File: src/rtl/clock_gen_pkg.sv
// Shared defaults, limits and types for the clock_enable_gen CPU/FDC strobe generator.
package clock_gen_pkg;

  localparam int CLK_DIV_W_DEFAULT      = 4;
  localparam int CLK_DIV_DEFAULT        = 8;
  localparam int CLK_PHI2_PHASE_DEFAULT = 0;
  localparam int CLK_FDC_DIV_W_DEFAULT  = 3;

  // Smallest legal divide register value, giving a two-cycle period.
  localparam int MIN_DIV = 1;

  typedef logic [CLK_DIV_W_DEFAULT-1:0] period_cnt_t;

endpackage

File: src/rtl/clock_enable_gen_if.sv
// Control and strobe bundle between clock_enable_gen and its CPU/bus/FDC consumers.
interface clock_enable_gen_if #(
  parameter int DIV_W = clock_gen_pkg::CLK_DIV_W_DEFAULT
);

  logic [DIV_W-1:0] div_sel;
  logic             div_load;
  logic             stretch_req;
  logic             stretch_ack;
  logic             phi_0;
  logic             phi_2;
  logic             clk_sel_fdc;
  logic [DIV_W-1:0] period_cnt;

  modport master (
    output div_sel, div_load, stretch_req,
    input  stretch_ack, phi_0, phi_2, clk_sel_fdc, period_cnt
  );

  modport slave (
    input  div_sel, div_load, stretch_req,
    output stretch_ack, phi_0, phi_2, clk_sel_fdc, period_cnt
  );

endinterface

File: src/rtl/strobe_divider.sv
// Wrap counter with registered decode of the cycles where the next count is zero or a given phase.
module strobe_divider
  import clock_gen_pkg::*;
#(
  parameter int WIDTH     = CLK_DIV_W_DEFAULT,
  parameter int RESET_CNT = 0
) (
  input  logic             clk,
  input  logic             reset,
  input  logic [WIDTH-1:0] i_limit,
  input  logic             i_hold,
  input  logic [WIDTH-1:0] i_phase,
  output logic [WIDTH-1:0] o_cnt,
  output logic             o_strobe_zero,
  output logic             o_strobe_phase
);

  logic [WIDTH-1:0] r_cnt;
  logic [WIDTH-1:0] w_cnt_next;
  logic             r_strobe_zero;
  logic             r_strobe_phase;

  always_comb begin
    w_cnt_next = r_cnt;
    if (!i_hold) begin
      w_cnt_next = (r_cnt == i_limit) ? '0 : r_cnt + 1'b1;
    end
  end

  // Strobes are decoded from the next count so they line up with the count they describe.
  always_ff @(posedge clk) begin
    if (reset) begin
      r_cnt          <= WIDTH'(RESET_CNT);
      r_strobe_zero  <= 1'b0;
      r_strobe_phase <= 1'b0;
    end else begin
      r_cnt          <= w_cnt_next;
      r_strobe_zero  <= !i_hold && (w_cnt_next == '0);
      r_strobe_phase <= !i_hold && (w_cnt_next == i_phase);
    end
  end

  assign o_cnt          = r_cnt;
  assign o_strobe_zero  = r_strobe_zero;
  assign o_strobe_phase = r_strobe_phase;

endmodule

File: src/rtl/clock_enable_gen.sv
// Programmable CPU strobe generator (phi_0/phi_2) plus free-running FDC rate select.
// Define CLK_STRETCH_EN to build the wait-state stretch handshake; otherwise stretch_ack is tied low.
module clock_enable_gen
  import clock_gen_pkg::*;
#(
  parameter int DIV_W       = CLK_DIV_W_DEFAULT,
  parameter int DIV_DEFAULT = CLK_DIV_DEFAULT,
  parameter int PHI2_PHASE  = CLK_PHI2_PHASE_DEFAULT,
  parameter int FDC_DIV_W   = CLK_FDC_DIV_W_DEFAULT
) (
  input logic              clk,
  input logic              reset,
  clock_enable_gen_if.slave bus
);

  localparam logic [DIV_W-1:0] DIV_RESET = DIV_W'(DIV_DEFAULT - 1);
  localparam int               PHASE_MAX = (1 << DIV_W) - 1;
  localparam logic [DIV_W-1:0] PHASE_C   = DIV_W'((PHI2_PHASE > PHASE_MAX) ? PHASE_MAX : PHI2_PHASE);
  localparam logic [DIV_W-1:0] MIN_DIV_C = DIV_W'(MIN_DIV);

  logic [DIV_W-1:0] r_div;
  logic [DIV_W-1:0] r_pend_div;
  logic             r_pend_valid;
  logic [DIV_W-1:0] w_cnt;
  logic [DIV_W-1:0] w_sel_clamped;
  logic [DIV_W-1:0] w_div_next;
  logic [DIV_W-1:0] w_phase;
  logic             w_hold;
  logic             w_wrap;
  logic             w_phi0;
  logic             w_phi2;

`ifdef CLK_STRETCH_EN
  logic r_stretch_ack;

  // A request only counts on the last cycle of a period; the count then sits there until released.
  assign w_hold = (w_cnt == r_div) && bus.stretch_req;

  always_ff @(posedge clk) begin
    if (reset) begin
      r_stretch_ack <= 1'b0;
    end else begin
      r_stretch_ack <= w_hold;
    end
  end

  assign bus.stretch_ack = r_stretch_ack;
`else
  logic w_unused_stretch_req;

  assign w_hold               = 1'b0;
  assign w_unused_stretch_req = bus.stretch_req;
  assign bus.stretch_ack      = 1'b0;
`endif

  assign w_wrap        = (w_cnt == r_div) && !w_hold;
  assign w_sel_clamped = (bus.div_sel < MIN_DIV_C) ? MIN_DIV_C : bus.div_sel;

  // A load landing on the wrap cycle takes effect for the period that wrap starts.
  always_comb begin
    w_div_next = r_div;
    if (w_wrap) begin
      if (bus.div_load) begin
        w_div_next = w_sel_clamped;
      end else if (r_pend_valid) begin
        w_div_next = r_pend_div;
      end
    end
  end

  assign w_phase = (PHASE_C < w_div_next) ? PHASE_C : w_div_next;

  always_ff @(posedge clk) begin
    if (reset) begin
      r_div        <= DIV_RESET;
      r_pend_div   <= DIV_RESET;
      r_pend_valid <= 1'b0;
    end else if (w_wrap) begin
      r_div        <= w_div_next;
      r_pend_valid <= 1'b0;
    end else if (bus.div_load) begin
      r_pend_div   <= w_sel_clamped;
      r_pend_valid <= 1'b1;
    end
  end

  strobe_divider #(
    .WIDTH     (DIV_W),
    .RESET_CNT (DIV_DEFAULT - 1)
  ) u_cpu_div (
    .clk            (clk),
    .reset          (reset),
    .i_limit        (r_div),
    .i_hold         (w_hold),
    .i_phase        (w_phase),
    .o_cnt          (w_cnt),
    .o_strobe_zero  (w_phi0),
    .o_strobe_phase (w_phi2)
  );

  logic [FDC_DIV_W-1:0] w_fdc_cnt;
  logic                 w_fdc_zero;
  logic                 w_fdc_phase;
  logic                 w_unused_fdc;

  // The FDC divider free-runs over its full range; only its MSB is needed.
  strobe_divider #(
    .WIDTH     (FDC_DIV_W),
    .RESET_CNT (0)
  ) u_fdc_div (
    .clk            (clk),
    .reset          (reset),
    .i_limit        ({FDC_DIV_W{1'b1}}),
    .i_hold         (1'b0),
    .i_phase        ({FDC_DIV_W{1'b0}}),
    .o_cnt          (w_fdc_cnt),
    .o_strobe_zero  (w_fdc_zero),
    .o_strobe_phase (w_fdc_phase)
  );

  assign w_unused_fdc = &{1'b0, w_fdc_cnt, w_fdc_zero, w_fdc_phase};

  assign bus.phi_0       = w_phi0;
  assign bus.phi_2       = w_phi2;
  assign bus.clk_sel_fdc = !w_fdc_cnt[FDC_DIV_W-1];
  assign bus.period_cnt  = w_cnt;

endmodule

File: src/flat_wrapper.sv
// flat-port wrapper written by rule: the top's interface ports become plain ports
module clock_enable_gen_flat import clock_gen_pkg::*;
#(
  parameter int DIV_W       = CLK_DIV_W_DEFAULT,
  parameter int DIV_DEFAULT = CLK_DIV_DEFAULT,
  parameter int PHI2_PHASE  = CLK_PHI2_PHASE_DEFAULT,
  parameter int FDC_DIV_W   = CLK_FDC_DIV_W_DEFAULT
)
  (clk, reset, bus_div_sel, bus_div_load, bus_stretch_req, bus_stretch_ack, bus_phi_0, bus_phi_2, bus_clk_sel_fdc, bus_period_cnt);
  clock_enable_gen_if #(.DIV_W(DIV_W)) bus_i ();
  input logic clk;
  input logic reset;
  input wire logic [$bits(bus_i.div_sel)-1:0] bus_div_sel;
  input wire logic [$bits(bus_i.div_load)-1:0] bus_div_load;
  input wire logic [$bits(bus_i.stretch_req)-1:0] bus_stretch_req;
  output wire logic [$bits(bus_i.stretch_ack)-1:0] bus_stretch_ack;
  output wire logic [$bits(bus_i.phi_0)-1:0] bus_phi_0;
  output wire logic [$bits(bus_i.phi_2)-1:0] bus_phi_2;
  output wire logic [$bits(bus_i.clk_sel_fdc)-1:0] bus_clk_sel_fdc;
  output wire logic [$bits(bus_i.period_cnt)-1:0] bus_period_cnt;
  assign bus_i.div_sel = bus_div_sel;
  assign bus_i.div_load = bus_div_load;
  assign bus_i.stretch_req = bus_stretch_req;
  assign bus_stretch_ack = bus_i.stretch_ack;
  assign bus_phi_0 = bus_i.phi_0;
  assign bus_phi_2 = bus_i.phi_2;
  assign bus_clk_sel_fdc = bus_i.clk_sel_fdc;
  assign bus_period_cnt = bus_i.period_cnt;
  clock_enable_gen #(.DIV_W(DIV_W), .DIV_DEFAULT(DIV_DEFAULT), .PHI2_PHASE(PHI2_PHASE), .FDC_DIV_W(FDC_DIV_W)) u_core (.clk(clk), .reset(reset), .bus(bus_i));
endmodule
File: config.mk
export PLATFORM = sky130hd
export DESIGN_NAME = clock_enable_gen_flat
export DESIGN_NICKNAME = d
export VERILOG_FILES = /design/src/rtl/clock_gen_pkg.sv /design/src/rtl/clock_enable_gen_if.sv /design/src/rtl/strobe_divider.sv /design/src/rtl/clock_enable_gen.sv /design/src/flat_wrapper.sv
export SDC_FILE = /design/constraint.sdc
export NUM_CORES = 1
export LEC_CHECK = 0
export ABC_AREA = 1
export CORE_MARGIN = 3
export CORE_UTILIZATION = 35
export DETAILED_ROUTE_END_ITERATION = 7
export PLACE_DENSITY = 0.65
export SYNTH_ARGS = -nofsm -noshare
export SYNTH_HDL_FRONTEND = slang
export SYNTH_SLANG_ARGS = --single-unit
File: constraint.sdc
create_clock -name clk -period 1.7 [get_ports clk]
set_clock_uncertainty 0.1 [all_clocks]
set_input_delay 0.255 -clock clk [delete_from_list [all_inputs] [get_ports clk]]
set_output_delay 0.255 -clock clk [all_outputs]
set_load 0.01 [all_outputs]
==> run metrics <==
ys async rst share=0%; Synth cell types=19; clock slew at reported path FFs=0.09 ns; combinational power share=47.6%; DRT Pass-1 Iters=4; die footprint=3080 um^2; Clock Sinks=18; die height=55.5 um; Seq pwr share=40.3%; CP endpoint kind=output pin; Num CTS Buffers=3; Iter 0 DRT Violations=16; Most used DFF post-synth=dfxtp_1; Synth area leaders=dfxtp_1 42%, nand2_1 23%, inv_1 7.0%; VDD IR-drop max=0.735 mV; Leak Pwr=0.559 nW; utilization after layout=45.4%; status=completed; Final Cycle Share=95.4%; Final Critical Period=1.62 ns; final antenna-violating net count=0; initial antenna violation count=0; synthesis-to-finish area growth=20.4%; Routed wire per std cell=9.48 um; CP max stage cell=clkdlybuf4s50_1; CP arrival=1.27 ns; Final setup viols=0; fmax=616 MHz; gp weighted congestion=0.789; row count=17; share of cells above drive strength 1=7.69%; #FFs+latches synth=18; Max-cap violations=0; worst stage delay on the critical path=0.56 ns; Crit path required time=1.34 ns; Total Wirelength=1620 um; Clk Latency, worst-skew pair=0.29 ns; most common cell after layout, fill and taps aside=nand2_1; setup TNS=0 ns; RSZ-0062 raised after global routing=false; Mapped Cells=129; drt drc=0; clk buf depth=2; pwr dens=1640 nW/um^2; most frequent cells in the layout=52 x nand2_1, 16 x inv_1, 16 x dfxtp_1; Hold Fails Final Rpt=0; root buffer cell=clkbuf_4; met2 usage=19.6%; H-tree Lvls=1; Final Max Tran Viols=0; crit path cell chain=clkdlybuf4s50_1; WP buf/inv=1; GR Util met1=13.1%; Crit Path Category=flip-flop to output pin; Hold WC Path Type=flip-flop to flip-flop; HPWL Detailed=1240 um; post_cts resized=0; vias per cell=4.43; first-pass GRT wire length=2840 um; met3 global-route usage=2.34%; Mapped Area=857 um^2; CTS tree=yes; postcts setup bufs=0; Mapped Nets=140; GRT busiest layer=met2; DR vias=757; largest net degree at the start of global routing=17; area leader, netlist=dfxtp_1; post-synth top area share=42.0%; sw power=0.716 mW; CP Launch Type=flip-flop; Starting Density=37.7%; Boundary Pins=16; Int Pwr=0.976 mW; Ys Warns=0; total power=1.69 mW; CP max FO=5; Post-synth EDFFs=0; Core ar.=2280 um^2; Switching Fraction=42.3%; Clock Power Share=12.1%; delay-heaviest family, CP=buffers and inverters; Post-CTS Hold Buffers=0; grt total ovfl=0; Seq/Total Area, Yosys=42.0%; Die Wd=55.5 um; GRT Overall Usage=11.3%; Syn Area/Cell=6.64 um^2; number of port buffers=13; vias in the first global route=723; # nets final=156; Diodes inserted=0
[per-stage QoR]
step | cells | worst slack, ns | cell area, um^2 | hold slack, ns
after floorplan | 129 | 0.375 | 857 | 0.224
after global placement | 168 | 0.187 | 1010 | 0.306
after detailed placement | 168 | 0.181 | 1010 | 0.326
after CTS | 171 | 0.0190 | 1030 | 0.340
after global routing | 171 | 0.0287 | 1030 | 0.357
final | 171 | 0.0779 | 1030 | 0.334
[sequential cells by signal, indices dropped and copies added (netlist names)]
register / cells
u_core.r_pend_valid: 1
u_core.r_div: 4
u_core.u_cpu_div.o_strobe_zero: 1
u_core.u_cpu_div.o_strobe_phase: 1
u_core.r_pend_div: 4
u_core.u_fdc_div.o_cnt: 3
u_core.u_cpu_div.o_cnt: 4
[cell usage after synthesis (2+ instances only)]
| library cell | count |
|---|---|
| a21oi_1 | 5 |
| dfxtp_1 | 18 |
| ha_1 | 3 |
| inv_1 | 16 |
| inv_2 | 2 |
| nand2_1 | 52 |
| nand3_1 | 7 |
| nor2_1 | 10 |
| o21ai_0 | 5 |
| xor2_1 | 2 |
[final cells by class]
cell class | instances | area (um^2)
repair buffers | 14 | 138
well taps | 28 | 35.0
clock buffers | 3 | 22.5
multi-input cells | 89 | 403
flip-flops and latches | 18 | 363
inverters | 19 | 71.3
fillers | 236 | 1240
[cell families after synthesis]
logic type	synth area share, %
AOI/OAI and AO/OA	6.71
xor gates and xnor gates	2.04
adders and majority gates	4.38
buffers and inverters	10.9
DFF	42.0
other	0.438
and+or+nand+nor	33.4
[metal layers]
metal | vias up | wire length [um]
met5 | - | 0
met4 | 0 | 24
met3 | 3 | 100
met2 | 17 | 752
met1 | 319 | 744
li1 | 418 | -
[path summary, 6_finish.rpt]
path	startpoint	to	slack [ns]	cells after the start
max reg2reg	u_core.u_cpu_div.o_cnt[1]	u_core.u_cpu_div.o_cnt[0]	0.25	7
min reg2reg	u_core.u_fdc_div.o_cnt[0]	u_core.u_fdc_div.o_cnt[0]	0.33	1
max	u_core.u_cpu_div.o_cnt[1]	bus_period_cnt[1]	0.08	1
min	u_core.u_fdc_div.o_cnt[0]	u_core.u_fdc_div.o_cnt[0]	0.33	1
[power groups by stage]
| stage | Clock (mW) | Sequential, mW | Combinational (mW) |
|---|---|---|---|
| floorplan | 0 | 0.683 | 0.621 |
| global placement | 0 | 0.682 | 0.792 |
| detailed placement | 0 | 0.689 | 0.809 |
| CTS | 0.218 | 0.680 | 0.818 |
| global route | 0.222 | 0.705 | 0.952 |
| finish | 0.205 | 0.682 | 0.805 |
Power figures use the tool's default switching activity.
